--- src/rtl/dll_loop_filter_pi.sv ---
// PI loop filter for the code-tracking DLL: early/late discriminator (raw or normalised by a
// restoring divider), saturated PI correction word and consecutive-sample code-lock detection.
module dll_loop_filter_pi #(
   parameter int unsigned EW       = 64,
   parameter int unsigned OW       = 32,
   parameter int unsigned FRAC     = 16,
   parameter int unsigned LOCK_CNT = 8
) (
   input  logic                 clk_i,
   input  logic                 rst_i,
   input  logic                 in_valid_i,
   output logic                 in_ready_o,
   input  logic signed [EW-1:0] pe_i,
   input  logic signed [EW-1:0] pl_i,
   input  logic                 norm_en_i,
   input  logic [4:0]           kp_shift_i,
   input  logic [4:0]           ki_shift_i,
   input  logic [OW-1:0]        lock_thresh_i,
   input  logic                 integ_clr_i,
   output logic signed [OW-1:0] correction_o,
   output logic signed [OW-1:0] err_out_o,
   output logic                 out_valid_o,
   output logic                 sat_flag_o,
   output logic                 lock_o
);

   localparam int unsigned CW  = $clog2(LOCK_CNT + 1);
   localparam int unsigned DCW = $clog2(FRAC + 1) + 1;
   localparam logic signed [EW:0] SatMax = {{(EW-OW+2){1'b0}}, {(OW-1){1'b1}}};
   localparam logic signed [EW:0] SatMin = {{(EW-OW+2){1'b1}}, {(OW-1){1'b0}}};

   typedef enum logic [1:0] {StIdle, StDiv, StFilt} state_e;

   function automatic logic [OW-1:0] sat_ow(input logic signed [EW:0] x);
      if (x > SatMax) return SatMax[OW-1:0];
      else if (x < SatMin) return SatMin[OW-1:0];
      else return x[OW-1:0];
   endfunction

   function automatic logic clamps(input logic signed [EW:0] x);
      return (x > SatMax) || (x < SatMin);
   endfunction

   state_e               state_q;
   logic signed [EW:0]   d_q;
   logic [EW:0]          s_q;
   logic                 norm_q;
   logic [4:0]           kp_q, ki_q;
   logic [EW+1:0]        rem_q;
   logic [FRAC:0]        quo_q;
   logic [DCW-1:0]       div_cnt_q;
   logic signed [OW-1:0] integ_q, corr_q, err_q;
   logic                 valid_q, sat_q, lock_q;
   logic [CW-1:0]        lcnt_q;

   logic signed [EW:0]   d_new;
   logic [EW:0]          d_new_abs, s_new;
   logic                 rem_ge;
   logic [EW+1:0]        rem_sub;
   logic signed [OW-1:0] q_ext, err_norm, err_d, integ_base, ki_term, p_term, i_next, c_next;
   logic signed [EW:0]   sum_i, sum_c;
   logic                 sat_d;
   logic [OW-1:0]        abs_err;
   logic [CW-1:0]        lcnt_d;

   always_comb begin
      d_new     = $signed({pe_i[EW-1], pe_i}) - $signed({pl_i[EW-1], pl_i});
      d_new_abs = d_new[EW] ? -d_new : d_new;
      s_new     = {1'b0, pe_i} + {1'b0, pl_i};

      // Fractional long division: |d| <= s, so each step yields one quotient bit.
      rem_ge  = rem_q >= {1'b0, s_q};
      rem_sub = rem_ge ? rem_q - {1'b0, s_q} : rem_q;

      q_ext    = $signed({{(OW-FRAC-1){1'b0}}, quo_q});
      err_norm = (s_q == '0) ? '0 : (d_q[EW] ? -q_ext : q_ext);
      err_d    = norm_q ? err_norm : $signed(sat_ow(d_q));

      integ_base = integ_clr_i ? '0 : integ_q;
      ki_term    = err_d >>> ki_q;
      sum_i      = $signed({{(EW+1-OW){integ_base[OW-1]}}, integ_base})
                 + $signed({{(EW+1-OW){ki_term[OW-1]}}, ki_term});
      i_next     = $signed(sat_ow(sum_i));
      p_term     = err_d >>> kp_q;
      sum_c      = $signed({{(EW+1-OW){p_term[OW-1]}}, p_term})
                 + $signed({{(EW+1-OW){i_next[OW-1]}}, i_next});
      c_next     = $signed(sat_ow(sum_c));
      sat_d      = clamps(sum_i) | clamps(sum_c);

      abs_err = err_d[OW-1] ? -err_d : err_d;
      lcnt_d  = '0;
      if (abs_err < lock_thresh_i) begin
         lcnt_d = (lcnt_q == CW'(LOCK_CNT)) ? lcnt_q : lcnt_q + 1'b1;
      end
   end

   always_ff @(posedge clk_i) begin
      if (rst_i) begin
         state_q   <= StIdle;
         d_q       <= '0;
         s_q       <= '0;
         norm_q    <= 1'b0;
         kp_q      <= '0;
         ki_q      <= '0;
         rem_q     <= '0;
         quo_q     <= '0;
         div_cnt_q <= '0;
         integ_q   <= '0;
         corr_q    <= '0;
         err_q     <= '0;
         valid_q   <= 1'b0;
         sat_q     <= 1'b0;
         lock_q    <= 1'b0;
         lcnt_q    <= '0;
      end else begin
         valid_q <= 1'b0;
         unique case (state_q)
            StIdle: begin
               if (integ_clr_i) integ_q <= '0;
               if (in_valid_i) begin
                  d_q       <= d_new;
                  s_q       <= s_new;
                  norm_q    <= norm_en_i;
                  kp_q      <= kp_shift_i;
                  ki_q      <= ki_shift_i;
                  rem_q     <= {1'b0, d_new_abs};
                  quo_q     <= '0;
                  div_cnt_q <= '0;
                  state_q   <= norm_en_i ? StDiv : StFilt;
               end
            end
            StDiv: begin
               if (integ_clr_i) integ_q <= '0;
               rem_q     <= rem_sub << 1;
               quo_q     <= {quo_q[FRAC-1:0], rem_ge};
               div_cnt_q <= div_cnt_q + 1'b1;
               if (div_cnt_q == DCW'(FRAC)) state_q <= StFilt;
            end
            StFilt: begin
               integ_q <= i_next;
               corr_q  <= c_next;
               err_q   <= err_d;
               valid_q <= 1'b1;
               sat_q   <= sat_d;
               lcnt_q  <= lcnt_d;
               lock_q  <= (lcnt_d == CW'(LOCK_CNT));
               state_q <= StIdle;
            end
            default: state_q <= StIdle;
         endcase
      end
   end

   assign in_ready_o   = (state_q == StIdle);
   assign correction_o = corr_q;
   assign err_out_o    = err_q;
   assign out_valid_o  = valid_q;
   assign sat_flag_o   = sat_q;
   assign lock_o       = lock_q;

endmodule
--- config.mk ---
export PLATFORM = sky130hd
export DESIGN_NAME = dll_loop_filter_pi
export DESIGN_NICKNAME = d
export VERILOG_FILES = /design/src/rtl/dll_loop_filter_pi.sv
export SDC_FILE = /design/constraint.sdc
export NUM_CORES = 2
export LEC_CHECK = 0
export BUFFER_PORTS_ARGS = -buffer_cell sky130_fd_sc_hd__buf_4
export CORE_MARGIN = 2
export CORE_UTILIZATION = 35
export CTS_BUF_LIST = sky130_fd_sc_hd__clkbuf_16
export DETAILED_ROUTE_END_ITERATION = 10
export MAX_ROUTING_LAYER = met4
export PLACE_DENSITY = 0.51
export SLEW_MARGIN = 20
export SYNTH_ARGS = -nofsm -noshare
export SYNTH_HDL_FRONTEND = slang
export SYNTH_SLANG_ARGS = --single-unit
--- constraint.sdc ---
create_clock -name clk_i -period 23.2 [get_ports clk_i]
set_input_delay 4.64 -clock clk_i [delete_from_list [all_inputs] [get_ports clk_i]]
set_output_delay 4.64 -clock clk_i [all_outputs]
set_load 0.01 [all_outputs]
After elaboration in Yosys (flattened, before gate mapping)
Cells that the tools add are included.

Latch bits: 0. Memories kept: 0. Word-level logic and storage cells: 81. Input port bits: 175. Bits in writable memories: 0. Flip-flop bits (word level): 335. Output and inout bits: 68. ROM bits: 0.

Div/mod/pow operators: 0. Shift-type cells: 2. Multiply operators: 0. Bitwise operators: 1. Magnitude comparators: 8. Equality and inequality tests: 7. Mux-type cells: 27. Add/subtract/negate cells: 10. Reductions and logical operators: 10.

Operator list (count): 32-bit 2-to-1 mux (11); 66-bit case mux with 2 select lines (1); 65-bit 2-to-1 mux (2); 32-bit by 32-bit adder with 33-bit output (2); 66-bit by 65-bit >= comparator with 1-bit output (1); 33-bit by 32-bit greater-than comparator with 1-bit output (second input constant) (2); 33-bit by 32-bit less-than comparator with 1-bit output (second input constant) (2); 66-bit 2-to-1 mux (1); 64-bit by 64-bit adder with 65-bit output (1); 65-bit by 32-bit greater-than comparator with 1-bit output (second input constant) (1); 65-bit logical NOT (1); 65-bit by 32-bit less-than comparator with 1-bit output (second input constant) (1); 65-bit negator (1); 64-bit by 64-bit subtractor with 65-bit output (1); 65-bit subtractor (1); 32-bit case mux with 2 select lines (1); 32-bit by 5-bit >>> shifter with 32-bit output (2); 17-bit case mux with 2 select lines (1); 32-bit less-than comparator (1); 17-bit negator with 32-bit output (1); 32-bit negator (1); 17-bit 2-to-1 mux (1); 6-bit case mux with 2 select lines (1); 4-bit equality test (second input constant) (2); 17 further kinds (25).

Logic depth before layout (Yosys ltp)
Word-level depth: 13. Gate-level depth with buffers: 48. Depth with buffers taken out: 46.

Worst setup path before layout
Ideal clock, no wire load.

Kind: input port to flip-flop. Start point: input integ_clr_i. End point: register sat_q, in the netlist sat_flag_o. Cell stages on the path: 32. Required time: 23.068 ns. Setup slack: 12.088 ns. Library setup time: 0.132 ns. Arrival time: 10.980 ns. Cells stage by stage: clkbuf_1 > nor2b_1 > ha_1 > a21o_1 > a21oi_1 > o21bai_1 > a21o_1 > a21o_1 > a221oi_1 > o21bai_1 > or2_2 > a21oi_1 > o21bai_1 > nor2_1 > clkbuf_1 > clkbuf_1 > nor2_1 > ha_1 > a21o_1 > a21oi_1 > o21ai_0 > a41oi_1 > o221ai_1 > a21o_1 > nand4_1 > a31oi_1 > nor2_1 > xor2_1 > clkbuf_1 > xnor2_1 > nor4_1 > nor3_1.

Longest elaborated chain between the ends: 9. Elaborated cells on any way between the ends: 12. Those cells by class: add/sub: 2; order compare: 4; mux: 3; bitwise: 1; reduce/logical: 2.

RTL lines: start: declaration (line 19) `input logic integ_clr_i,`; 32-bit 2-to-1 mux (*); 32-bit by 32-bit adder with 33-bit output (*) (line 82) `+ $signed({{(EW+1-OW){ki_term[OW-1]}}, ki_term});`; 33-bit by 32-bit less-than comparator with 1-bit output (line 36, 41); 32-bit 2-to-1 mux (line 36) `else if (x < SatMin) return SatMin[OW-1:0];`; 32-bit 2-to-1 mux (line 35) `if (x > SatMax) return SatMax[OW-1:0];`; 32-bit by 32-bit adder with 33-bit output (line 86) `+ $signed({{(EW+1-OW){i_next[OW-1]}}, i_next});`; 33-bit by 32-bit greater-than comparator with 1-bit output or 33-bit by 32-bit less-than comparator with 1-bit output (tied branches) (line 41) `return (x > SatMax) || (x < SatMin);`; 1-bit logical OR (line 41); 1-bit bitwise OR (*) (line 88) `sat_d = clamps(sum_i) | clamps(sum_c);`; end signal: assignment (line 144) `sat_q <= sat_d;`; end: declaration (line 53) `logic valid_q, sat_q, lock_q;`.

Every way passes the cells marked *; elsewhere a longest branch is shown, timed or not. A chain may end at the register's enable or synchronous reset.

Worst setup path in the final report
Start point: register s_q[3]. End point: register corr_q[29], in the netlist correction_o[29].

Longest elaborated chain between the ends: 12. Elaborated cells on any way between the ends: 15. Those cells by class: add/sub: 2; order compare: 4; shift: 2; mux: 6; reduce/logical: 1.

RTL lines: start: declaration (line 46) `logic [EW:0] s_q;`; start signal: assignment (line 122) `s_q <= s_new;`; 65-bit logical NOT (*) (line 76) `err_norm = (s_q == '0) ? '0 : (d_q[EW] ? -q_ext : q_ext);`; 32-bit 2-to-1 mux (*) (line 76); 32-bit 2-to-1 mux (*) (line 77) `err_d = norm_q ? err_norm : $signed(sat_ow(d_q));`; 32-bit by 5-bit >>> shifter with 32-bit output (line 80) `ki_term = err_d >>> ki_q;`; 32-bit by 32-bit adder with 33-bit output (line 82); 33-bit by 32-bit less-than comparator with 1-bit output (line 36); 32-bit 2-to-1 mux (line 36); 32-bit 2-to-1 mux (line 35); 32-bit by 32-bit adder with 33-bit output (*) (line 86); 33-bit by 32-bit less-than comparator with 1-bit output (line 36); 32-bit 2-to-1 mux (line 36); 32-bit 2-to-1 mux (*) (line 35); end signal: assignment (line 141) `corr_q <= c_next;`; end: declaration (line 52) `logic signed [OW-1:0] integ_q, corr_q, err_q;`.

Marked as above.

==> metrics.md <==
| Metric | Value |
|---|---|
| Antenna violations before repair | 1 |
| Pint | 1.80 mW |
| WP data required | 23.68 ns |
| Root Buffer | clkbuf_16 |
| Post-CTS Setup Bufs | 0 |
| Global-route wire length before repair | 205000 µm |
| Fin. Hold Viols | 0 |
| Avg WL per Cell | 20.5 µm |
| Post-place instance area | 38600 µm² |
| Synth cell count leaders | 604 x a21oi_1, 595 x nand2_1, 508 x nor2_1 |
| Minimum clock period | 12.33 ns |
| Total grt overflow | 0 |
| Finished Cell Area | 39900 µm² |
| Clk slew on worst S/H paths | 0.06 ns |
| WP data arrival | 12.82 ns |
| Total track usage | 25.4% |
| Layout cells sized above 1 | 8.92% |
| Relative slew slack | 24.3% |
| Top cells by area, synth | dfxtp_1 19%, ha_1 10%, a21oi_1 8.4% |
| Slowest library cell on the worst path | or4_1 |
| HP Class | reg -> reg |
| CTS max path bufs | 3 |
| Post-DRT Antenna Nets | 0 |
| Htree depth | 2 |
| Syn Nets | 5599 |
| Worst hold slack | 0.446 ns |
| Crit. End Element | flip-flop |
| Reg power frac | 20.5% |
| Clk_skew | 0.0337 ns |
| NetSw | 1.63 mW |
| Setup TNS | 0 ns |
| Skew-Pair Late Insertion Delay | 0.61 ns |
| Achievable Freq | 0.0811 GHz |
| PostCTS Resize Cnt | 0 |
| DP HPWL | 105000 µm |
| Main synth FF type | dfxtp_1 |
| WHS Endpoint | integ_q[3] |
| CTS Buf Count | 42 |
| #FFs+latches synth | 334 |
| Area leader, netlist | dfxtp_1 |
| P_leak | 16.2 nW |
| Ant. Diodes | 0 |
| Ys async rst share | 0% |
| DRC errors left | 0 |
| Post-synthesis cell area | 35800 µm² |
| Worst vdd ir | 0.0000668 V |
| Fin crit share | 53.2% |
| DRT iter0 DRCs | 2969 |
| Routed vias | 36700 |
| TritonCTS clock tree | yes |
| Most numerous cell in the Yosys netlist | a21oi_1 |
| Initial Utilization | 35.3% |
| Final cell count without fillers | 6538 |
| Total power | 3.43 mW |
| Final Util | 39.3% |
| Synth Area per Inst | 6.99 µm² |
| Crit Path Class | reg -> reg |
| CP Launch Type | flip-flop |
| Worst path max stage delay | 0.71 ns |
| CP dominant cell by count | a21oi_1 |
| Max-Cap Viols | 0 |
| Post-synth EDFFs | 0 |
| GPL Wtd Cong | 0.965 |
| Worst reg2reg path depth | 40 |
| Crit-path max FO | 29 |
| Clock power share | 18.5% |
| # setup viols final | 0 |
| Final worst slack | 10.87 ns |
| Reg-to-Reg Start | s_q[3] |
| Largest net degree at the start of global routing | 96 |
| Total iterations of the first detailed-routing run | 6 |
| Sequential fraction of the synthesis area | 18.7% |
| RSZ-0062 raised after global routing | false |
| Max-slew violations | 0 |
| Sw Ratio | 47.6% |
| Row Count | 117 |
| Cells on Worst Hold Path | 2 |
| Least-Margin Pin Slew | 1.13 ns |
| Post-Synthesis Cells | 5124 |
| Top Ports | 243 |
| Hold Crit Start | integ_q[3] |
| Die X | 324 µm |
| Pre-CTS WS | 10.55 ns |
| IO Port Bufs | 242 |
| Synth cell types | 96 |
| Gate power share | 61.0% |
| Ys Warns | 0 |
| WL final | 134000 µm |
| R2R Path End | correction_o[29] |
| Height of the die | 324 µm |
| Die Area | 105000 µm² |
| Layout filler cell count | 11100 |
| # hold bufs at CTS | 0 |
| Power Dens Cells | 86.0 nW/µm² |
| Status | finished, final reports clean |
| CTS Sinks | 334 |
| R2R Setup Slk | 10.87 ns |
| Top-area cell type share of the netlist area | 18.7% |
| Cells after DPL | 6464 |
| Vias in the first global route | 34500 |
| Area Growth Syn to Fin | 11.3% |
| Nets@finish | 5616 |
| Area of the core | 102000 µm² |
| Vias/cell | 5.62 |
==> metal layers <==
layer  vias to the layer above  GRT usage (%)  routed length, µm  share of wire [%]
met5                         -              -                  0                  0
met1                     17100           34.8              63700                 48
met3                       182           1.93               6420                4.8
met2                      1058           40.3              60000                 45
met4                         0           6.82               3800                2.8
li1                      18300              -                  -                  -
==> cell usage in the layout (no fill, tap or decap), types with 27 or more instances in the layout <==
master	n
a21oi_1	604
nand2_1	594
nor2_1	507
o21ai_0	359
dfxtp_1	332
inv_1	305
ha_1	295
buf_4	291
xnor2_1	200
a211oi_1	133
xor2_1	106
a21o_1	104
mux2i_1	103
nand3_1	100
nor3_1	75
nand4_1	74
nor2b_1	74
o21bai_1	69
nor4_1	58
a31oi_1	52
o31ai_1	47
a22oi_1	46
o21a_1	45
clkbuf_16	42
nand2b_1	39
maj3_1	37
or3_1	34
mux2_2	32
o211ai_1	27
==> state kept, by name (all words and copies together) (netlist names) <==
register,cells
correction_o,32
d_q,65
div_cnt_q,6
err_out_o,32
integ_q,32
ki_q,5
kp_q,5
lcnt_q,4
lock_o,1
norm_q,1
out_valid_o,1
quo_q,17
rem_q,66
s_q,64
sat_flag_o,1
state_q,2
==> worst max-delay path, delay by kind of cell (launching register included) <==
family | cells | cell delay (ns)
AO/OA/AOI/OAI | 20 | 5.54
XOR/XNOR | 1 | 0.13
adder cells (fa/ha/maj) | 4 | 1.34
buffers and inverters | 1 | 0.26
flip-flops | 1 | 0.33
multiplexers | 4 | 0.90
AND/OR/NAND/NOR | 10 | 3.68
==> how the worst max path moves through the flow <==
stage / end / slack (ns) / startpoint / cells after the start
after floorplan: sat_flag_o / 12.09 / integ_clr_i / 32
after global placement: correction_o[12] / 10.71 / integ_clr_i / 31
after detailed placement: correction_o[13] / 10.55 / integ_clr_i / 31
after CTS: correction_o[29] / 10.88 / s_q[28] / 40
after global routing: correction_o[29] / 9.96 / s_q[3] / 38
final: correction_o[29] / 10.87 / s_q[3] / 40
==> layout make-up <==
class / count / area (µm²) / area share (%)
inverters: 297 / 1110 / 2.79
clock inverters: 31 / 244 / 0.612
flip-flops and latches: 334 / 6690 / 16.8
clock buffers: 42 / 1050 / 2.63
well taps: 1368 / 1710 / 4.29
multi-input cells: 4174 / 26900 / 67.4
repair buffers: 292 / 2200 / 5.51
==> logic make-up (layout without fill, tap and decap cells) <==
kind of cell,count (synthesis),in the layout,synth area share [%]
muxes,150,150,4.83
adders and majority gates,337,337,11.6
DFF,334,334,18.7
and+or+nand+nor,1689,1689,21.6
xor gates and xnor gates,307,307,7.50
AOI/OAI and AO/OA,1691,1691,29.2
buffers and inverters,616,662,6.58
==> power by group through the flow <==
stage	combinational (mW)	sequential (mW)	clock, mW
finish	2.09	0.704	0.634
global route	2.31	0.712	0.673
CTS	2.08	0.703	0.653
detailed placement	2.07	0.716	0
global placement	2.07	0.714	0
floorplan	1.51	0.692	0
Power figures use the tool's default switching activity.
